===== config.mk =====
export PLATFORM = sky130hd
export DESIGN_NAME = fe_data_tx
export DESIGN_NICKNAME = d
export VERILOG_FILES = /design/src/rtl/fe_data_tx_pkg.sv /design/src/rtl/fe_data_tx_encode_8b10b.sv /design/src/rtl/fe_data_tx.sv
export SDC_FILE = /design/constraint.sdc
export NUM_CORES = 1
export LEC_CHECK = 0
export ABC_AREA = 1
export BUFFER_PORTS_ARGS = -buffer_cell sky130_fd_sc_hd__buf_2
export CORE_UTILIZATION = 40
export CTS_CLUSTER_DIAMETER = 80
export DETAILED_ROUTE_END_ITERATION = 16
export PLACE_DENSITY_LB_ADDON = 0.12
export SLEW_MARGIN = 20
export SYNTH_ARGS = -nofsm -noshare
export SYNTH_HDL_FRONTEND = slang
export SYNTH_SLANG_ARGS = --single-unit

===== constraint.sdc =====
create_clock -name CLK -period 7 [get_ports CLK]
set_input_delay 0.7 -clock CLK [delete_from_list [all_inputs] [get_ports CLK]]
set_output_delay 0.7 -clock CLK [all_outputs]
set_load 0.01 [all_outputs]

===== src/rtl/fe_data_tx_pkg.sv =====
// Shared constants, state type and K-code helpers for the fe_data_tx serial transmitter.
package fe_data_tx_pkg;

  // K28.5 comma code words, bit 9 = 'a' (first bit on the wire)
  localparam logic [9:0] K28_5_RDN = 10'b0011111010;
  localparam logic [9:0] K28_5_RDP = 10'b1100000101;

  // Default idle character (K28.5) and comma count before data is accepted
  localparam logic [7:0] IDLE_CHAR_DEF = 8'hBC;
  localparam int         IDLE_MIN_DEF  = 4;

  typedef enum logic [1:0] {
    ST_DISABLED,
    ST_SYNC,
    ST_RUN
  } tx_state_t;

  // Only these K characters have a defined 8b10b code:
  // K28.0-K28.7, K23.7, K27.7, K29.7, K30.7
  function automatic logic is_valid_k(input logic [7:0] b);
    case (b)
      8'h1C, 8'h3C, 8'h5C, 8'h7C, 8'h9C, 8'hBC, 8'hDC, 8'hFC,
      8'hF7, 8'hFB, 8'hFD, 8'hFE: return 1'b1;
      default:                    return 1'b0;
    endcase
  endfunction

endpackage


===== src/rtl/fe_data_tx_encode_8b10b.sv =====
// Combinational 8b10b encoder (IEEE 802.3 clause 36). Code word order is
// {a,b,c,d,e,i,f,g,h,j} with bit 9 = a. Unsupported K bytes are replaced by
// IDLE_CHAR and flagged on k_err.
module encode_8b10b
  import fe_data_tx_pkg::*;
#(
  parameter logic [7:0] IDLE_CHAR = IDLE_CHAR_DEF
) (
  input  logic [7:0] data,
  input  logic       k,
  input  logic       rd_in,
  output logic [9:0] code,
  output logic       rd_out,
  output logic       k_err
);

  logic [7:0] eff;
  logic [4:0] x;
  logic [2:0] y;
  logic [5:0] t6;
  logic [3:0] t4;
  logic [5:0] c6;
  logic [3:0] c4;
  logic       rd6;
  logic       use_a7;

  // Sub-block lookup: tables hold the RD- form; RD+ form is the complement
  // for unbalanced codes, D.7 (111000) and D.x.3 / all K 3b4b entries.
  always_comb begin
    k_err  = k && !is_valid_k(data);
    eff    = k_err ? IDLE_CHAR : data;
    x      = eff[4:0];
    y      = eff[7:5];
    t6     = 6'b000000;
    t4     = 4'b0000;
    use_a7 = 1'b0;

    if (k && x == 5'd28) begin
      t6 = 6'b001111;
    end else begin
      case (x)
        5'd0:  t6 = 6'b100111;
        5'd1:  t6 = 6'b011101;
        5'd2:  t6 = 6'b101101;
        5'd3:  t6 = 6'b110001;
        5'd4:  t6 = 6'b110101;
        5'd5:  t6 = 6'b101001;
        5'd6:  t6 = 6'b011001;
        5'd7:  t6 = 6'b111000;
        5'd8:  t6 = 6'b111001;
        5'd9:  t6 = 6'b100101;
        5'd10: t6 = 6'b010101;
        5'd11: t6 = 6'b110100;
        5'd12: t6 = 6'b001101;
        5'd13: t6 = 6'b101100;
        5'd14: t6 = 6'b011100;
        5'd15: t6 = 6'b010111;
        5'd16: t6 = 6'b011011;
        5'd17: t6 = 6'b100011;
        5'd18: t6 = 6'b010011;
        5'd19: t6 = 6'b110010;
        5'd20: t6 = 6'b001011;
        5'd21: t6 = 6'b101010;
        5'd22: t6 = 6'b011010;
        5'd23: t6 = 6'b111010;
        5'd24: t6 = 6'b110011;
        5'd25: t6 = 6'b100110;
        5'd26: t6 = 6'b010110;
        5'd27: t6 = 6'b110110;
        5'd28: t6 = 6'b001110;
        5'd29: t6 = 6'b101110;
        5'd30: t6 = 6'b011110;
        5'd31: t6 = 6'b101011;
        default: t6 = 6'b000000;
      endcase
    end

    c6  = (rd_in && ($countones(t6) != 3 || (!k && x == 5'd7))) ? ~t6 : t6;
    rd6 = ($countones(t6) != 3) ? ~rd_in : rd_in;

    // A7 avoids a run of five equal bits across the sub-block boundary
    use_a7 = !k && y == 3'd7 &&
             ((!rd6 && (x == 5'd17 || x == 5'd18 || x == 5'd20)) ||
              ( rd6 && (x == 5'd11 || x == 5'd13 || x == 5'd14)));

    if (k) begin
      case (y)
        3'd0: t4 = 4'b1011;
        3'd1: t4 = 4'b0110;
        3'd2: t4 = 4'b1010;
        3'd3: t4 = 4'b1100;
        3'd4: t4 = 4'b1101;
        3'd5: t4 = 4'b0101;
        3'd6: t4 = 4'b1001;
        default: t4 = 4'b0111;
      endcase
    end else begin
      case (y)
        3'd0: t4 = 4'b1011;
        3'd1: t4 = 4'b1001;
        3'd2: t4 = 4'b0101;
        3'd3: t4 = 4'b1100;
        3'd4: t4 = 4'b1101;
        3'd5: t4 = 4'b1010;
        3'd6: t4 = 4'b0110;
        default: t4 = use_a7 ? 4'b0111 : 4'b1110;
      endcase
    end

    c4     = (rd6 && (k || $countones(t4) != 2 || y == 3'd3)) ? ~t4 : t4;
    rd_out = ($countones(t4) != 2) ? ~rd6 : rd6;
    code   = {c6, c4};
  end

endmodule


===== src/rtl/fe_data_tx.sv =====
// 8b10b serial transmitter: sends IDLE_MIN commas after enable/reset, then
// accepts one byte per 10-bit character over a valid/ready handshake and
// shifts the code word out MSB first, idling with K28.5 when no data is offered.
module fe_data_tx
  import fe_data_tx_pkg::*;
#(
  parameter int         IDLE_MIN  = IDLE_MIN_DEF,
  parameter logic [7:0] IDLE_CHAR = IDLE_CHAR_DEF
) (
  input  logic       CLK,
  input  logic       RST,
  input  logic       ENABLE,
  input  logic [7:0] DATA_IN,
  input  logic       DATA_K,
  input  logic       DATA_VALID,
  output logic       DATA_READY,
  output logic       TX_OUT,
  output logic       SYNC_DONE,
  output logic       K_ERR,
  output logic       RD
);

  localparam int CW = $clog2(IDLE_MIN + 1);

  tx_state_t       state;
  tx_state_t       next_state;
  logic [3:0]      bit_cnt;
  logic [CW-1:0]   comma_cnt;
  logic [CW-1:0]   comma_next;
  logic [9:0]      shift;
  logic            rd;
  logic            k_err_q;

  logic            boundary;
  logic            load;
  logic            take;
  logic [7:0]      enc_data;
  logic            enc_k;
  logic [9:0]      enc_code;
  logic            enc_rd;
  logic            enc_kerr;

  assign boundary   = (bit_cnt == 4'd9);
  assign DATA_READY = (state == ST_RUN) && ENABLE && boundary;
  assign take       = DATA_READY && DATA_VALID;
  assign load       = ENABLE && ((state == ST_DISABLED) || boundary);
  assign enc_data   = take ? DATA_IN : IDLE_CHAR;
  assign enc_k      = take ? DATA_K : 1'b1;
  assign comma_next = (state == ST_DISABLED) ? CW'(1) : comma_cnt + CW'(1);

  assign TX_OUT    = shift[9];
  assign SYNC_DONE = (state == ST_RUN);
  assign K_ERR     = k_err_q;
  assign RD        = rd;

  encode_8b10b #(
    .IDLE_CHAR(IDLE_CHAR)
  ) u_enc (
    .data   (enc_data),
    .k      (enc_k),
    .rd_in  (rd),
    .code   (enc_code),
    .rd_out (enc_rd),
    .k_err  (enc_kerr)
  );

  // State register
  always_ff @(posedge CLK or posedge RST) begin
    if (RST) state <= ST_DISABLED;
    else     state <= next_state;
  end

  // Next state: disable dominates; RUN is entered on the load of the last sync comma
  always_comb begin
    next_state = state;
    if (!ENABLE) begin
      next_state = ST_DISABLED;
    end else if (load && state != ST_RUN && comma_next == CW'(IDLE_MIN)) begin
      next_state = ST_RUN;
    end else if (state == ST_DISABLED) begin
      next_state = ST_SYNC;
    end
  end

  // Datapath: load a new word at each boundary, otherwise shift; clear everything when disabled
  always_ff @(posedge CLK or posedge RST) begin
    if (RST) begin
      bit_cnt   <= 4'd0;
      comma_cnt <= '0;
      shift     <= 10'd0;
      rd        <= 1'b0;
      k_err_q   <= 1'b0;
    end else if (!ENABLE) begin
      bit_cnt   <= 4'd0;
      comma_cnt <= '0;
      shift     <= 10'd0;
      rd        <= 1'b0;
      k_err_q   <= 1'b0;
    end else if (load) begin
      bit_cnt   <= 4'd0;
      shift     <= enc_code;
      rd        <= enc_rd;
      k_err_q   <= take && enc_kerr;
      if (state != ST_RUN) comma_cnt <= comma_next;
    end else begin
      bit_cnt   <= bit_cnt + 4'd1;
      shift     <= {shift[8:0], 1'b0};
      k_err_q   <= 1'b0;
    end
  end

endmodule


==> summary.txt <==
Clocking
  • CTS tree: yes
  • Hold-fix buffers, CTS: 0
  • Register clock-pin slew on the reported worst setup and hold paths: 0.08 ns
  • Clock sinks: 21
  • CTS Buf Count: 3
  • Root buffer cell: clkbuf_8
  • Clock buffer depth: 2
  • H-Tree Depth: 1
  • Clk_lat worst skew: approximately 0.26 ns

Pwr
  • LEAKAGE: 1.53 nW
  • Maximum VDD drop: 87.1 uV
  • Cell Pwr Density: around 93 nW/um^2
  • Total power: between 0.0002 and 0.0003 W

Final layout
  • # diodes: 0
  • Layout Nets: roughly 420
  • Layout cells sized above 1: around a quarter
  • P&R area growth vs syn: 24.1%
  • Finished Layout Cells: roughly 460

Logic synthesis
  • Syn nets: ~370
  • Primary FF master, synth: dfrtp_1
  • Syn_area_per_cell: around 6.6 sq um
  • Share of the synthesized area in the top cell type: between 20% and 30%
  • Seq/Total Area, Yosys: approximately a quarter
  • Top cells by area, synth: dfrtp_1 24%, nand2_1 16%, ha_1 9.5%
  • Synth warn: 0
  • Commonest cells in the netlist: 94 x nand2_1, 50 x inv_1, 37 x nor2_1
  • Synthesized flop and latch total: 21
  • EDFF count, synth: 0
  • Top-count cell post-synth: nand2_1
  • Asr flop ratio synth: 100%
  • Synth Instances: around 340
  • Post-synthesis cell area: roughly 2200 sq um
  • Post-synth top area cell: dfrtp_1
  • Post-synthesis cell type count: 40

GRT
  • Number of global-route vias before repair: between 2000 and 2500
  • Global Route Usage Sum: 19.8%
  • GR Overflow Total: 0
  • First-pass GRT wire length: about 9500 um
  • Met1 usage: approximately 28%
  • Largest net degree at the start of global routing: 22
  • Met2 usage: between 30 and 40%
  • Top Usage Layer GRT: met2
  • GRT met3 Usage: 2.75%
  • Antenna violations before repair: 0

Floorplanning
  • Initial Util: between 40 and 50%
  • IO Pins: 18
  • Core area: roughly 5200 sq um
  • DIE AREA: around 5900 sq um
  • Die Span Y: ~77 um
  • Die extent in x: ~77 um
  • # rows: 26

Detailed routing
  • Vias: approximately 2300
  • TritonRoute pass-1 iters: 4
  • Post-DRT Antenna Nets: 0
  • Vias per Instance: between 4 and 5
  • Avg WL per Cell: about 12 um
  • DRC: 0
  • DRT Wirelength: approximately 5600 um
  • Drt initial violations: around 160

Setup path
  • WP data arrival: 6.73 ns
  • Most used cell, CP: nand2_1
  • Worst r2r src: bit_cnt[1]$_DFF_PP0_
  • Data required, critical path: slightly above 7 ns
  • Worst Setup End Kind: flip-flop
  • CP max stage delay: 0.49 ns
  • Crit Path Max Fanout: 6
  • WS Path Type: in -> reg
  • Worst Setup SP: ENABLE
  • Reg2reg path depth: between 40 and 50
  • Critical Path Start Type: input port
  • CP max-delay cell: fa_1
  • Worst reg-to-reg setup slack: 0.44 ns

STA
  • Final worst path period need: around 6.6 ns
  • Max frequency: approximately 150 MHz
  • Final Hold Fails: 0
  • Worst hold slack: approximately 0.5 ns
  • Setup TNS: 0 ns
  • Clk_skew: between 0.005 and 0.006 ns
  • Setup violations, final: 0
  • Fin crit share: between 90% and 100%
  • Worst setup margin: around 0.43 ns
  • Slew Viols, Final: 0
  • Rel. slew slack: between 40% and 50%
  • Worst Tran Pin Value: approximately 0.82 ns

Place
  • GPL Wtd Cong: about 0.88
  • Cell total after placement: approximately 450
  • Hpwl dp: between 4000 and 5000 um
  • Port bufs: 17
  • DP Worst Slack: 0.00810 ns

Outcome
  • Status: finished, final reports clean

Min path
  • Min-delay src: comma_cnt[1]$_DFFE_PP0P_
  • Hold Crit Class: reg -> reg
  • WHS Path Cells: 2

Flow run
  • Max cap viols: 0
-- per-layer routing --
metal / vias up / wire, um
li1: 1191 / -
met1: 1017 / 2740
met2: 57 / 2490
met3: 4 / 286
met4: 0 / 37
met5: - / 0
-- area by class of cell --
class                           instances  area [sq um]
Fill cell                             536          2470
Multi-Input combinational cell        255          1550
Sequential cell                        21           527
Timing Repair Buffer                   50           333
Inverter                               59           221
Tap cell                               70          87.6
Clock buffer                            4          45.0
-- power by group --
| group | switching [W] | internal, W | leakage [nW] |
|---|---|---|---|
| combinational | 0.0000290 | 0.0000170 | 1.24 |
| clock | 0.0000383 | 0.0000405 | 0.0228 |
| sequential | 0.00000331 | 0.000128 | 0.273 |
| total | 0.0000706 | 0.000186 | 1.53 |
-- path summary, 6_finish.rpt --
| check | to |
|---|---|
| worst min-delay path | comma_cnt[1]$_DFFE_PP0P_ |
| worst min register to register | comma_cnt[1]$_DFFE_PP0P_ |
| worst max register to register | shift[3]$_DFF_PP0_ |
| min in group asynchronous | RD$_DFFE_PP0N_ |
| max in group asynchronous | bit_cnt[0]$_DFF_PP0_ |
| worst max-delay path | shift[3]$_DFF_PP0_ |
-- kinds of logic after synthesis --
logic type / Yosys count / synth area share, %
DFF: 21 / 23.6
and+or+nand+nor: 192 / 40.1
AOI/OAI and AO/OA: 40 / 12.1
xor gates and xnor gates: 3 / 1.18
buffers and inverters: 62 / 10.8
adders and majority gates: 20 / 12.2
-- worst max-delay path, delay by kind of cell --
family	cells	cell delay, ns
AOI/OAI and AO/OA	2	0.18
adders and majority gates	7	2.24
buffers and inverters	12	1.06
and+or+nand+nor	28	2.51
-- cell usage in the layout, fill, tap and decap left out, types with 3 or more instances in the layout --
cell / count
a21oi_1: 4
a21oi_2: 4
buf_2: 17
buf_4: 33
clkbuf_8: 3
dfrtp_1: 20
ha_1: 14
inv_1: 48
inv_2: 10
nand2_1: 91
nand2_2: 8
nand3_1: 30
nand4_1: 8
nor2_1: 33
nor2_2: 3
nor2_4: 4
o211ai_1: 4
o21ai_0: 8
o21ai_1: 10
-- through the flow --
stage / util, % / area (sq um)
5_1_grt: 52.8 / 2770
3_3_place_gp: 49.1 / 2570
4_1_cts: 49.9 / 2620
2_1_floorplan: - / 2230
3_5_place_dp: 49.1 / 2570
6_report: 52.8 / 2770
-- flip-flops by register name, indices dropped and copies added (netlist names) --
register,cells
bit_cnt,4
shift,10
state,2
comma_cnt,3
K_ERR,1
RD,1
-- repair_timing --
action / CTS / global route
hold endpoints to repair: 0 / 0
endpoints found under the setup margin: 0 / 5
buffers inserted: 0 / 8
resized for setup: 0 / 25
Note: power is estimated with default switching activity, not from simulation.
